--- src/rtl/lifo_fifo_buffer.sv ---
// lifo_fifo_buffer
//   Runtime-selectable stack (LIFO) / queue (FIFO) buffer of DEPTH words of
//   WIDTH bits, with occupancy count, almost-full threshold, a registered
//   read-valid strobe and sticky overflow/underflow flags.
//
//   Optional feature macro: LIFO_FIFO_BUFFER_FIFO_MODE_EN
//     defined   : MODE selects LIFO (0) or FIFO (1)
//     undefined : LIFO only; FIFO pointers are not built, MODE is ignored and
//                 ACT_MODE is tied to 0
//
// Ports
//   Clk          rising-edge clock
//   Rst          asynchronous active-low reset
//   MODE         requested mode (0 = LIFO, 1 = FIFO)
//   PUSH / POP   write / read requests
//   CLR_ERR      clear sticky OVERFLOW/UNDERFLOW
//   dataIn       write data
//   dataOut      registered read data
//   VALID        one-cycle strobe, dataOut was updated by an accepted pop
//   EMPTY/FULL   COUNT == 0 / COUNT == DEPTH
//   ALMOST_FULL  COUNT >= AF_LEVEL
//   COUNT        current occupancy
//   ACT_MODE     mode currently in effect
//   OVERFLOW     sticky, a push was rejected
//   UNDERFLOW    sticky, a pop was rejected
module lifo_fifo_buffer #(
  parameter int WIDTH    = 8,
  parameter int DEPTH    = 16,
  parameter int AF_LEVEL = 12
) (
  input  logic                     Clk,
  input  logic                     Rst,
  input  logic                     MODE,
  input  logic                     PUSH,
  input  logic                     POP,
  input  logic                     CLR_ERR,
  input  logic [WIDTH-1:0]         dataIn,
  output logic [WIDTH-1:0]         dataOut,
  output logic                     VALID,
  output logic                     EMPTY,
  output logic                     FULL,
  output logic                     ALMOST_FULL,
  output logic [$clog2(DEPTH):0]   COUNT,
  output logic                     ACT_MODE,
  output logic                     OVERFLOW,
  output logic                     UNDERFLOW
);

  localparam int AW = $clog2(DEPTH);
  localparam int CW = AW + 1;
  localparam logic [CW-1:0] DEPTH_C = CW'(DEPTH);
  localparam logic [CW-1:0] AF_C    = CW'(AF_LEVEL);

  logic [WIDTH-1:0] mem [DEPTH];
  logic [CW-1:0]    count;
  logic [WIDTH-1:0] data_out;
  logic             valid;
  logic             overflow;
  logic             underflow;
  logic             act_mode;
  logic             pop_ok;
  logic             push_ok;
  logic [AW-1:0]    lifo_top;
  logic [AW-1:0]    rd_addr;
  logic [AW-1:0]    wr_addr;

  // A push while full is still accepted when a pop frees the slot in the
  // same cycle; a pop on an empty buffer is always rejected (no bypass).
  assign pop_ok  = POP && (count != '0);
  assign push_ok = PUSH && ((count != DEPTH_C) || pop_ok);

  // Top of stack; at COUNT == DEPTH the low bits are 0 and this wraps to DEPTH-1.
  assign lifo_top = count[AW-1:0] - AW'(1);

`ifdef LIFO_FIFO_BUFFER_FIFO_MODE_EN
  logic [AW-1:0] rd_ptr;
  logic [AW-1:0] wr_ptr;
  logic          mode_load;

  // Mode may only change while empty and nothing is being written.
  assign mode_load = (count == '0) && !push_ok;

  always_ff @(posedge Clk or negedge Rst) begin
    if (!Rst) begin
      act_mode <= 1'b0;
      rd_ptr   <= '0;
      wr_ptr   <= '0;
    end else if (mode_load) begin
      act_mode <= MODE;
      if (MODE != act_mode) begin
        rd_ptr <= '0;
        wr_ptr <= '0;
      end
    end else if (act_mode) begin
      if (pop_ok)  rd_ptr <= rd_ptr + AW'(1);
      if (push_ok) wr_ptr <= wr_ptr + AW'(1);
    end
  end

  // Simultaneous LIFO push/pop overwrites the current top in place.
  assign rd_addr = act_mode ? rd_ptr : lifo_top;
  assign wr_addr = act_mode ? wr_ptr : (pop_ok ? lifo_top : count[AW-1:0]);
`else
  logic unused_mode;

  assign unused_mode = MODE;
  assign act_mode    = 1'b0;
  assign rd_addr     = lifo_top;
  assign wr_addr     = pop_ok ? lifo_top : count[AW-1:0];
`endif

  // Storage is deliberately not reset.
  always_ff @(posedge Clk) begin
    if (push_ok) mem[wr_addr] <= dataIn;
  end

  always_ff @(posedge Clk or negedge Rst) begin
    if (!Rst) begin
      count     <= '0;
      data_out  <= '0;
      valid     <= 1'b0;
      overflow  <= 1'b0;
      underflow <= 1'b0;
    end else begin
      valid <= pop_ok;
      // Read uses the pre-edge memory, so push+pop returns the old word.
      if (pop_ok) data_out <= mem[rd_addr];

      if (push_ok && !pop_ok)      count <= count + CW'(1);
      else if (pop_ok && !push_ok) count <= count - CW'(1);

      // A fresh error in the same cycle as CLR_ERR keeps the flag set.
      if (PUSH && !push_ok) overflow <= 1'b1;
      else if (CLR_ERR)     overflow <= 1'b0;

      if (POP && !pop_ok)   underflow <= 1'b1;
      else if (CLR_ERR)     underflow <= 1'b0;
    end
  end

  assign dataOut     = data_out;
  assign VALID       = valid;
  assign COUNT       = count;
  assign EMPTY       = (count == '0);
  assign FULL        = (count == DEPTH_C);
  assign ALMOST_FULL = (count >= AF_C);
  assign ACT_MODE    = act_mode;
  assign OVERFLOW    = overflow;
  assign UNDERFLOW   = underflow;

endmodule

--- config.mk ---
export PLATFORM = sky130hd
export DESIGN_NAME = lifo_fifo_buffer
export DESIGN_NICKNAME = d
export VERILOG_FILES = /design/src/rtl/lifo_fifo_buffer.sv
export SDC_FILE = /design/constraint.sdc
export NUM_CORES = 1
export LEC_CHECK = 0
export BUFFER_PORTS_ARGS = -buffer_cell sky130_fd_sc_hd__buf_2
export CAP_MARGIN = 10
export CORE_MARGIN = 1
export CORE_UTILIZATION = 50
export CTS_BUF_LIST = sky130_fd_sc_hd__clkbuf_8
export CTS_CLUSTER_DIAMETER = 120
export DETAILED_ROUTE_END_ITERATION = 6
export GPL_TIMING_DRIVEN = 0
export PLACE_DENSITY_LB_ADDON = 0.1
export SLEW_MARGIN = 20
export SYNTH_ARGS = -nofsm -noshare
export SYNTH_HDL_FRONTEND = slang
export SYNTH_SLANG_ARGS = --single-unit
export TNS_END_PERCENT = 20
--- constraint.sdc ---
create_clock -name Clk -period 10.1 [get_ports Clk]
set_clock_uncertainty 0.1 [all_clocks]
set_input_delay 1.01 -clock Clk [delete_from_list [all_inputs] [get_ports Clk]]
set_output_delay 1.01 -clock Clk [all_outputs]
set_load 0.005 [all_outputs]
==> summary.txt, run 1 <==
Initial antenna violation count: 0
#FFs+latches synth: 144
Layout area overhead: 11.44%
Worst slew pin tran: 1.032 ns
Root Driver: clkbuf_8
Num CTS Buffers: 17
Die width: 111.3 microns
Setup TNS: 0 ns
DP Wirelength: 8506 microns
Number of gates resized after cts: 0
Starting density of the core: 51.87%
Main combinational cell family by area after synthesis: simple AND/OR/NAND/NOR gates
Worst-path clk slew: 0.07 ns
Violated checks: DRC
Synth Area in XOR/XNOR: 1.592%
Clock Latency Late Sink: 0.45 ns
Simple-gate portion of the synthesized area: 9.677%
Vias: 3487
Final instance area: 6656 sq um
Layout cells sized above 1: 16.84%
Placed Instances: 580
Worst-case clock buffer depth: 2
Synth Area per Inst: 14.71 sq um
Worst setup margin: 6.303 ns
Pwr/cell area: 316.6 nW/um^2
Seq/Total Area, Yosys: 71.05%
Ports: 34
RSZ-0062 raised after global routing: false
Die height: 111.3 microns
Postcts setup bufs: 0
CP Class: register to register
Slew headroom: 30.68%
Avg Vias per Cell: 5.698
Max VDD drop: 129.3 uV
Tot GR Track Use: 22.74%
CTS tree: done
Slew Viols, Final: 0
Fin crit period: 3.797 ns
Cell Area, Placed: 6307 sq um
Asr flop ratio synth: 11.11%
CTS hold repair buffers: 0
Row count: 39
DRT Wirelength: 12960 microns
I/O Buffers: 31
Distinct cells, synth: 42
Max H-tree Level: 4
Post-synth EDFFs: 128
Static Leakage: 0.002444 uW
Max-Cap Viols: 0
Net Count, Synth: 427
Initial DRC count: 318
Vias in the first global route: 3527
Antenna viol nets, final: 0
DR pass1 iterations: 7
Nets: 477
CTS sink cnt: 144
Worst hold path type: register to register
Die ar.: 12390 sq um
Critical Path Start Type: register
# setup viols final: 0
First-pass GRT wire length: 20020 microns
Period utilization: 37.59%
Multiplexer area fraction after synthesis: 6.975%
Worst Path Required: 10.33 ns
Synthesis Warnings: 0
DR WL/cell: 21.18 microns
Synth Area in Adders: 1.592%
Synthesized area: 5973 sq um
Core Box Area: 11520 sq um
Pin count of the biggest net entering global routing: 17
Worst setup EP type: register
Antenna Cells: 0
Remaining DRCs: 4
Synth Area in Compound Gates: 6.116%
Gr ovfl total: 0
Fmax: 263.4 MHz
Post-Syn Instances: 406
Pre-CTS setup slack: 6.308 ns
Placer Congestion: 0.8164
Status: finished, violations left
Main synth FF type: edfxtp_1
Final Hold Vio Count: 0
Finished Layout Cells: 612
Max FO, Critical Path: 10
Critical Path AT: 4.03 ns
layer usage:
metal	global-route usage, %	vias up	wire length [microns]
met4	9.820	0	200
met1	30.66	1735	5735
met3	5.303	17	681
li1	-	1631	-
met5	0	-	0
met2	35.67	104	6346
where the power goes:
| part | leakage, uW | switching (uW) | internal (uW) |
|---|---|---|---|
| logic | 0.000898 | 584 | 332 |
| clock network | 0.000194 | 203 | 200 |
| registers | 0.00135 | 44.6 | 744 |
cell families after synthesis:
group,count (synthesis)
flip-flops,144
AND/OR/NAND/NOR,130
AO/OA/AOI/OAI,46
multiplexers,39
buffers and inverters,29
XOR/XNOR,10
adder cells (fa/ha/maj),7
other,1
through the flow:
step / hold WS [ns] / utilization, % / total power, uW
2_1_floorplan: 0.3796 / - / 1428
3_3_place_gp: 0.3822 / 54.77 / 1710
3_5_place_dp: 0.3989 / 54.77 / 1719
4_1_cts: 0.4104 / 57.80 / 2121
5_1_grt: 0.4220 / 57.80 / 2232
6_report: 0.4125 / 57.80 / 2107
area by class of cell:
class,count,area [sq um]
fill,941,4860
sequential,144,4244
multi-input combinational,233,1554
clock buffer,19,261.5
tap,143,178.9
timing repair buffer,31,155.1
buffer,19,125.1
clock inverter,13,87.58
inverter,10,50.05
worst max-delay path, stage by stage, from the launching register on:
cell      delay, ns
dfrtp_1        0.52
buf_4          0.25
clkinv_1       0.20
ha_1           0.23
or4b_4         0.49
and2_4         0.18
buf_6          0.13
clkinv_8       0.05
buf_12         0.13
ha_1           0.18
inv_1          0.11
fa_1           0.42
a21o_1         0.18
a21oi_1        0.17
xnor2_1        0.14
nor2_1         0.07
xor2_1         0.15
final timing paths:
kind,start,end,slack (ns),depth (start not counted)
worst max-delay path,COUNT[0],COUNT[4],6.30,16
worst min-delay path,dataOut[4],dataOut[4],0.41,2
worst max register to register,COUNT[0],COUNT[4],6.30,16
worst min register to register,dataOut[4],dataOut[4],0.41,2
max in group asynchronous,Rst,dataOut[5],9.15,1
min in group asynchronous,Rst,dataOut[3],0.42,1
sequential cells by signal, indices dropped and copies added (netlist names):
signal	flops
VALID	1
OVERFLOW	1
dataOut	8
UNDERFLOW	1
COUNT	5
mem	128
cells in the final DEF, fill, tap and decap left out, drive strengths merged, types with 4 or more instances in the layout:
cell type and count:
edfxtp 128, inv 15, dfrtp 16, a32oi 15, clkinv 4, mux2i 36, xnor2 6, a22oi 15
nand4 8, o21ai 4, ha 6, nand3 17, a31oi 4, xor2 4, buf 46, clkbuf 23
nor3 5, nand2 68, nor2 25
synthesized netlist by cell type, types with 2 or more instances:
master	n	area share, %
a21o_1	3	0.38
clkbuf_1	4	0.25
a21oi_1	3	0.25
buf_6	3	0.57
mux2i_1	36	6.0
buf_4	2	0.25
nor2_2	2	0.21
xnor2_1	6	0.88
o21ai_0	4	0.34
nand4_1	8	0.84
a22oi_1	15	1.9
xor2_1	3	0.44
a31oi_1	2	0.21
ha_1	6	1.3
and2_4	2	0.29
nand2_1	68	4.3
mux4_2	2	0.75
dfrtp_1	16	6.7
nand3_1	17	1.4
inv_1	8	0.50
nor2_1	23	1.4
buf_1	3	0.19
a32oi_1	15	2.2
buf_2	6	0.50
edfxtp_1	128	64
nor3_1	5	0.42
Note: power is estimated with default switching activity, not from simulation.
==> inputs of run 2 (changes only) <==
clock period = 3.3 ns   (was 10.1 ns; I/O delays follow)
==> summary.txt, run 2 (synthesis gave the netlist of run 1 again) <==
Worst hold path type: input port to register
Final Hold Vio Count: 0 (unchanged)
Slew headroom: 38.99% (+8.3 points)
Die width: 111.3 microns (unchanged)
Starting density of the core: 51.87% (unchanged)
Ports: 34 (unchanged)
RSZ-0062 raised after global routing: false
Antenna Cells: 0 (unchanged)
Antenna viol nets, final: 0 (unchanged)
Root Driver: clkbuf_8
Nets: 482 (+1.0%)
Max FO, Critical Path: 14 (+4)
Min-Delay Endpoint: OVERFLOW
Die ar.: 12390 sq um (unchanged)
DRT Wirelength: 12900 microns (-0.50%)
Max VDD drop: 501.5 uV (+290%)
Clock Latency Late Sink: 0.44 ns (about the same)
Worst Path Required: 3.52 ns (-6.81 ns)
DR WL/cell: 20.91 microns (-1.3%)
Worst slew pin tran: 0.9086 ns (-0.1238 ns)
Tot GR Track Use: 22.32% (-0.42 points)
Gr ovfl total: 0 (unchanged)
RR Startpoint: COUNT[0]
Largest reg by FF count: mem
Vias: 3492 (+0.14%)
Placer Congestion: 0.7955 (-2.6%)
Fill cell total of the finished layout: 941 (unchanged)
CP Class: register to register
Vias in the first global route: 3413 (-3.2%)
CTS tree: done
Pre-CTS setup slack: -0.3061 ns (-6.614 ns)
Post-Route Hold Slack: 0.07014 ns (-0.3423 ns)
Row count: 39 (unchanged)
Die height: 111.3 microns (unchanged)
Violated checks: DRC
Multi-input logic area: 1585 sq um (+2.0%)
Slew Viols, Final: 0 (unchanged)
Worst setup margin: 0.1420 ns (-6.161 ns)
Most common library cell in the layout ignoring fill and taps: edfxtp_1
DP Wirelength: 8291 microns (-2.5%)
DR pass1 iterations: 7 (unchanged)
Pin count of the biggest net entering global routing: 17 (unchanged)
Avg Vias per Cell: 5.660 (-0.67%)
R2R Path End: COUNT[4]
Period utilization: 95.70% (+58 points)
Min-delay src: PUSH
Worst setup EP type: register
Layout cells sized above 1: 18.78% (+1.9 points)
Critical Path Start Type: register
Storage cell area: 4247 sq um (about the same)
Critical Path AT: 3.38 ns (-0.65 ns)
Hold Crit Depth: 3 (+1)
First-pass GRT wire length: 19670 microns (-1.7%)
# setup viols final: 0 (unchanged)
Num CTS Buffers: 17 (unchanged)
Static Leakage: 0.002488 uW (+1.8%)
Layout area overhead: 13.47%
Most frequent cells in the layout: edfxtp_1 (128), nand2_1 (68), buf_2 (37)
Max-Cap Viols: 0 (unchanged)
Core Box Area: 11520 sq um (unchanged)
Final instance area: 6778 sq um (+1.8%)
Remaining DRCs: 4 (unchanged)
CTS sink cnt: 144 (unchanged)
Initial DRC count: 190 (-40%)
Initial antenna violation count: 0 (unchanged)
Worst-path clk slew: 0.07 ns (about the same)
Worst-case clock buffer depth: 2 (unchanged)
FF-to-FF setup slack: 0.14 ns (-6.16 ns)
Fmax: 316.7 MHz (+20%)
Path depth of the worst reg2reg path: 15 (-1)
Cell Area, Placed: 6317 sq um (+0.16%)
Fin crit period: 3.158 ns (-0.6388 ns)
Pwr/cell area: 982.4 nW/um^2 (+210%)
Max H-tree Level: 4 (unchanged)
Max reg flops: 128 (unchanged)
Status: finished, violations left
I/O Buffers: 31 (unchanged)
[run 2: area by class of cell]
type	instances	share of cell area, %
Sequential cell	144	62.65
Multi-Input combinational cell	233	23.39
Clock buffer	18	3.655
Timing Repair Buffer	37	3.028
Tap cell	143	2.640
Clock inverter	14	1.975
Buffer	18	1.735
Inverter	10	0.9230
[run 2: worst max-delay path by stage]
stage                  start        to  slack, ns  depth (start not counted)
detailed placement  COUNT[0]  COUNT[4]      -0.31                         16
CTS                 COUNT[0]  COUNT[4]       0.03                         16
global placement    COUNT[0]  COUNT[4]      -0.26                         16
floorplan           COUNT[0]  COUNT[4]      0.001                         16
finish              COUNT[0]  COUNT[4]       0.14                         15
global route        COUNT[0]  COUNT[4]       0.03                         15
[run 2: stage by stage]
stage / util (%) / instances / setup TNS (ns) / power [uW]
floorplan: - / 406 / 0 / 4385
CTS: 58.67 / 615 / 0 / 6654
global placement: 54.86 / 580 / -0.2948 / 5232
finish: 58.85 / 617 / 0 / 6658
detailed placement: 54.86 / 580 / -0.4068 / 5266
global route: 58.85 / 617 / 0 / 7006
[run 2: layer usage]
layer | global-route usage [%] | wire [microns] | vias to the layer above
li1 | - | - | 1634
met1 | 29.94 | 5545 | 1746
met2 | 36.08 | 6474 | 99
met3 | 4.593 | 727 | 13
met4 | 8.649 | 151 | 0
met5 | 0 | 0 | -
[run 2: report_power, final]
part           switching [uW]  internal [uW]
combinational            1840           1080
sequential                108           2280
clock                     606            740
total                    2550           4100
[run 2: worst max-delay path, cell delays in order (launching register included)]
cell      delay [ns]
dfrtp_2         0.43
buf_12          0.15
clkinv_8        0.07
ha_4            0.14
or4b_4          0.48
and2_4          0.18
buf_6           0.13
clkinv_8        0.10
ha_4            0.15
inv_2           0.06
fa_2            0.36
a21o_1          0.17
a21oi_2         0.15
xnor2_1         0.13
nor2_1          0.07
xor2_1          0.15
[run 2: repair_timing]
item                                   4_1_cts  5_1_grt
pin swaps                                    0        1
hold buffers                                 2        0
endpoints found under the hold margin       17        0
setup endpoints to repair                    6        1
cloned                                       0        0
setup buffers                                1        3
resized for setup                            8        3
==> inputs of run 3 (changes only) <==
REMOVE_ABC_BUFFERS = 1   (was not set)
==> summary.txt, run 3 (synthesis gave the netlist of run 1 again) <==
Worst path bufs/invs: 3 (-2)
Pwr/cell area: 963.1 nW/um^2 (-2.0%)
Die width: 111.3 microns (unchanged)
Max FO, Critical Path: 14 (unchanged)
Initial antenna violation count: 0 (unchanged)
Placer Congestion: 0.7692 (-3.3%)
DP Wirelength: 7763 microns (-6.4%)
Slowest library cell on the worst path: dfrtp_4
Min-delay src: PUSH
Path depth of the worst reg2reg path: 13 (-2)
Critical Path Start Type: register
CTS tree: done
First-pass GRT wire length: 18620 microns (-5.4%)
Crit path largest cell delay: 0.50 ns (+0.02 ns)
RR Startpoint: COUNT[0]
Final instance area: 6636 sq um (-2.1%)
Critical Path AT: 3.34 ns (-0.04 ns)
FF-to-FF setup slack: 0.18 ns (+0.04 ns)
Avg Vias per Cell: 5.730 (+1.2%)
Worst Path Required: 3.52 ns (about the same)
CP Class: register to register
Status: finished, violations left
Multi-input logic area: 1580 sq um (-0.32%)
Worst-path clk slew: 0.07 ns (about the same)
Remaining DRCs: 4 (unchanged)
Antenna Cells: 0 (unchanged)
Pin count of the biggest net entering global routing: 21 (+4)
Fin crit period: 3.122 ns (-0.03553 ns)
Gr ovfl total: 0 (unchanged)
DRT Wirelength: 12110 microns (-6.1%)
Max-Cap Viols: 0 (unchanged)
Antenna viol nets, final: 0 (unchanged)
Min-Delay Endpoint: OVERFLOW
Tot GR Track Use: 21.13% (-1.2 points)
Worst-case clock buffer depth: 2 (unchanged)
DR WL/cell: 20.22 microns (-3.3%)
CTS sink cnt: 144 (unchanged)
R2R Path End: COUNT[4]
Row count: 39 (unchanged)
Max H-tree Level: 4 (unchanged)
Static Leakage: 0.002412 uW (-3.1%)
Max VDD drop: 403.3 uV (-20%)
Initial DRC count: 289 (+52%)
Starting density of the core: 51.87% (unchanged)
Worst hold path type: input port to register
Ports: 34 (unchanged)
Layout cells sized above 1: 17.76% (-1.0 points)
CP dominant cell by count: ha_2
Finished Layout Cells: 599 (-2.9%)
Placed Instances: 565 (-2.6%)
Cell Chain, Critical Path: clkinv_4 -> ha_2 -> or4b_4 -> and2_4 -> clkinv_8 -> ha_2 -> inv_2 -> fa_2 -> a21o_1 -> a21oi_1 -> xnor2_1 -> nor2_1 -> xor2_1
Most common library cell in the layout ignoring fill and taps: edfxtp_1
# setup viols final: 0 (unchanged)
Worst setup EP type: register
Slew Viols, Final: 0 (unchanged)
Vias in the first global route: 3317 (-2.8%)
Largest reg by FF count: mem
Slew headroom: 42.84% (+3.9 points)
Fill cell total of the finished layout: 938 (-0.32%)
RSZ-0062 raised after global routing: false
Nets: 467 (-3.1%)
Clock Latency Late Sink: 0.44 ns (about the same)
Hold Crit Depth: 3 (unchanged)
Num CTS Buffers: 17 (unchanged)
CP top delay family: simple AND/OR/NAND/NOR gates
Die ar.: 12390 sq um (unchanged)
Die height: 111.3 microns (unchanged)
I/O Buffers: 31 (unchanged)
Root Driver: clkbuf_8
Max reg flops: 128 (unchanged)
Period utilization: 94.62% (-1.1 points)
Final Hold Vio Count: 0 (unchanged)
Core Box Area: 11520 sq um (unchanged)
Worst slew pin tran: 0.8542 ns (-0.05440 ns)
Violated checks: DRC
Cell Area, Placed: 6261 sq um (-0.89%)
Most frequent cells in the layout: edfxtp_1 (128), nand2_1 (68), mux2i_1 (36)
Storage cell area: 4249 sq um (about the same)
DR pass1 iterations: 7 (unchanged)
Layout area overhead: 11.10%
Vias: 3432 (-1.7%)
Fmax: 320.3 MHz (+1.1%)
==> run 3: timing repair <==
| item | CTS | global route |
|---|---|---|
| hold buffers | 2 | 0 |
| endpoints found under the hold margin | 18 | 0 |
| setup endpoints to repair | 140 | 1 |
| setup buffers | 1 | 2 |
| pin swaps | 0 | 0 |
| resized for setup | 5 | 3 |
==> run 3: metrics by stage <==
stage               hold slack (ns)  power [uW]  setup WS, ns  util [%]  setup TNS [ns]
global route                0.05707        6780       0.01784     57.63               0
CTS                         0.03632        6408       0.06582     57.45               0
finish                      0.05061        6392        0.1775     57.63               0
floorplan                  -0.06559        4279       -0.2735         -          -19.84
detailed placement           0.1824        5240       -0.5809     54.37          -54.94
global placement             0.1717        5089        -1.788     53.68         -182.01
==> run 3: power by group <==
part           total [uW]  internal [uW]  switching [uW]
logic                2820           1090            1730
clock network        1150            560             592
registers            2420           2280             139
total                6390           3930            2460
==> run 3: how the worst max path moves through the flow <==
| stage | to | cells after the start | start | slack, ns |
|---|---|---|---|---|
| after floorplan | mem[0][0] | 4 | COUNT[0] | -0.27 |
| after global placement | dataOut[1] | 7 | COUNT[0] | -1.79 |
| after detailed placement | COUNT[4] | 13 | COUNT[0] | -0.58 |
| after CTS | COUNT[4] | 13 | COUNT[0] | 0.07 |
| after global routing | COUNT[4] | 13 | COUNT[0] | 0.02 |
| final | COUNT[4] | 13 | COUNT[0] | 0.18 |
==> run 3: per-layer routing <==
metal	GRT usage (%)	routed length, microns	share of wire, %	vias to the layer above
li1	-	-	-	1602
met5	0	0	0	-
met3	4.757	724	6.0	21
met4	10.72	265	2.2	0
met1	27.83	5221	43	1697
met2	33.21	5899	49	112
==> run 3: worst register-to-register path, delay by kind of cell, from the launching register on <==
| family | cells | cell delay [ns] |
|---|---|---|
| fa+ha+maj | 3 | 0.75 |
| compound gates | 2 | 0.34 |
| buf+inv | 3 | 0.28 |
| flops | 1 | 0.50 |
| simple gates | 3 | 0.76 |
| xor+xnor | 2 | 0.28 |
==> run 3: final cells by class <==
class / instances / area share [%]
repair buffers: 40 / 3.846
clock inverters: 12 / 1.263
clock buffers: 17 / 3.526
inverters: 10 / 0.8296
flip-flops and latches: 144 / 64.03
multi-input cells: 233 / 23.81
well taps: 143 / 2.696
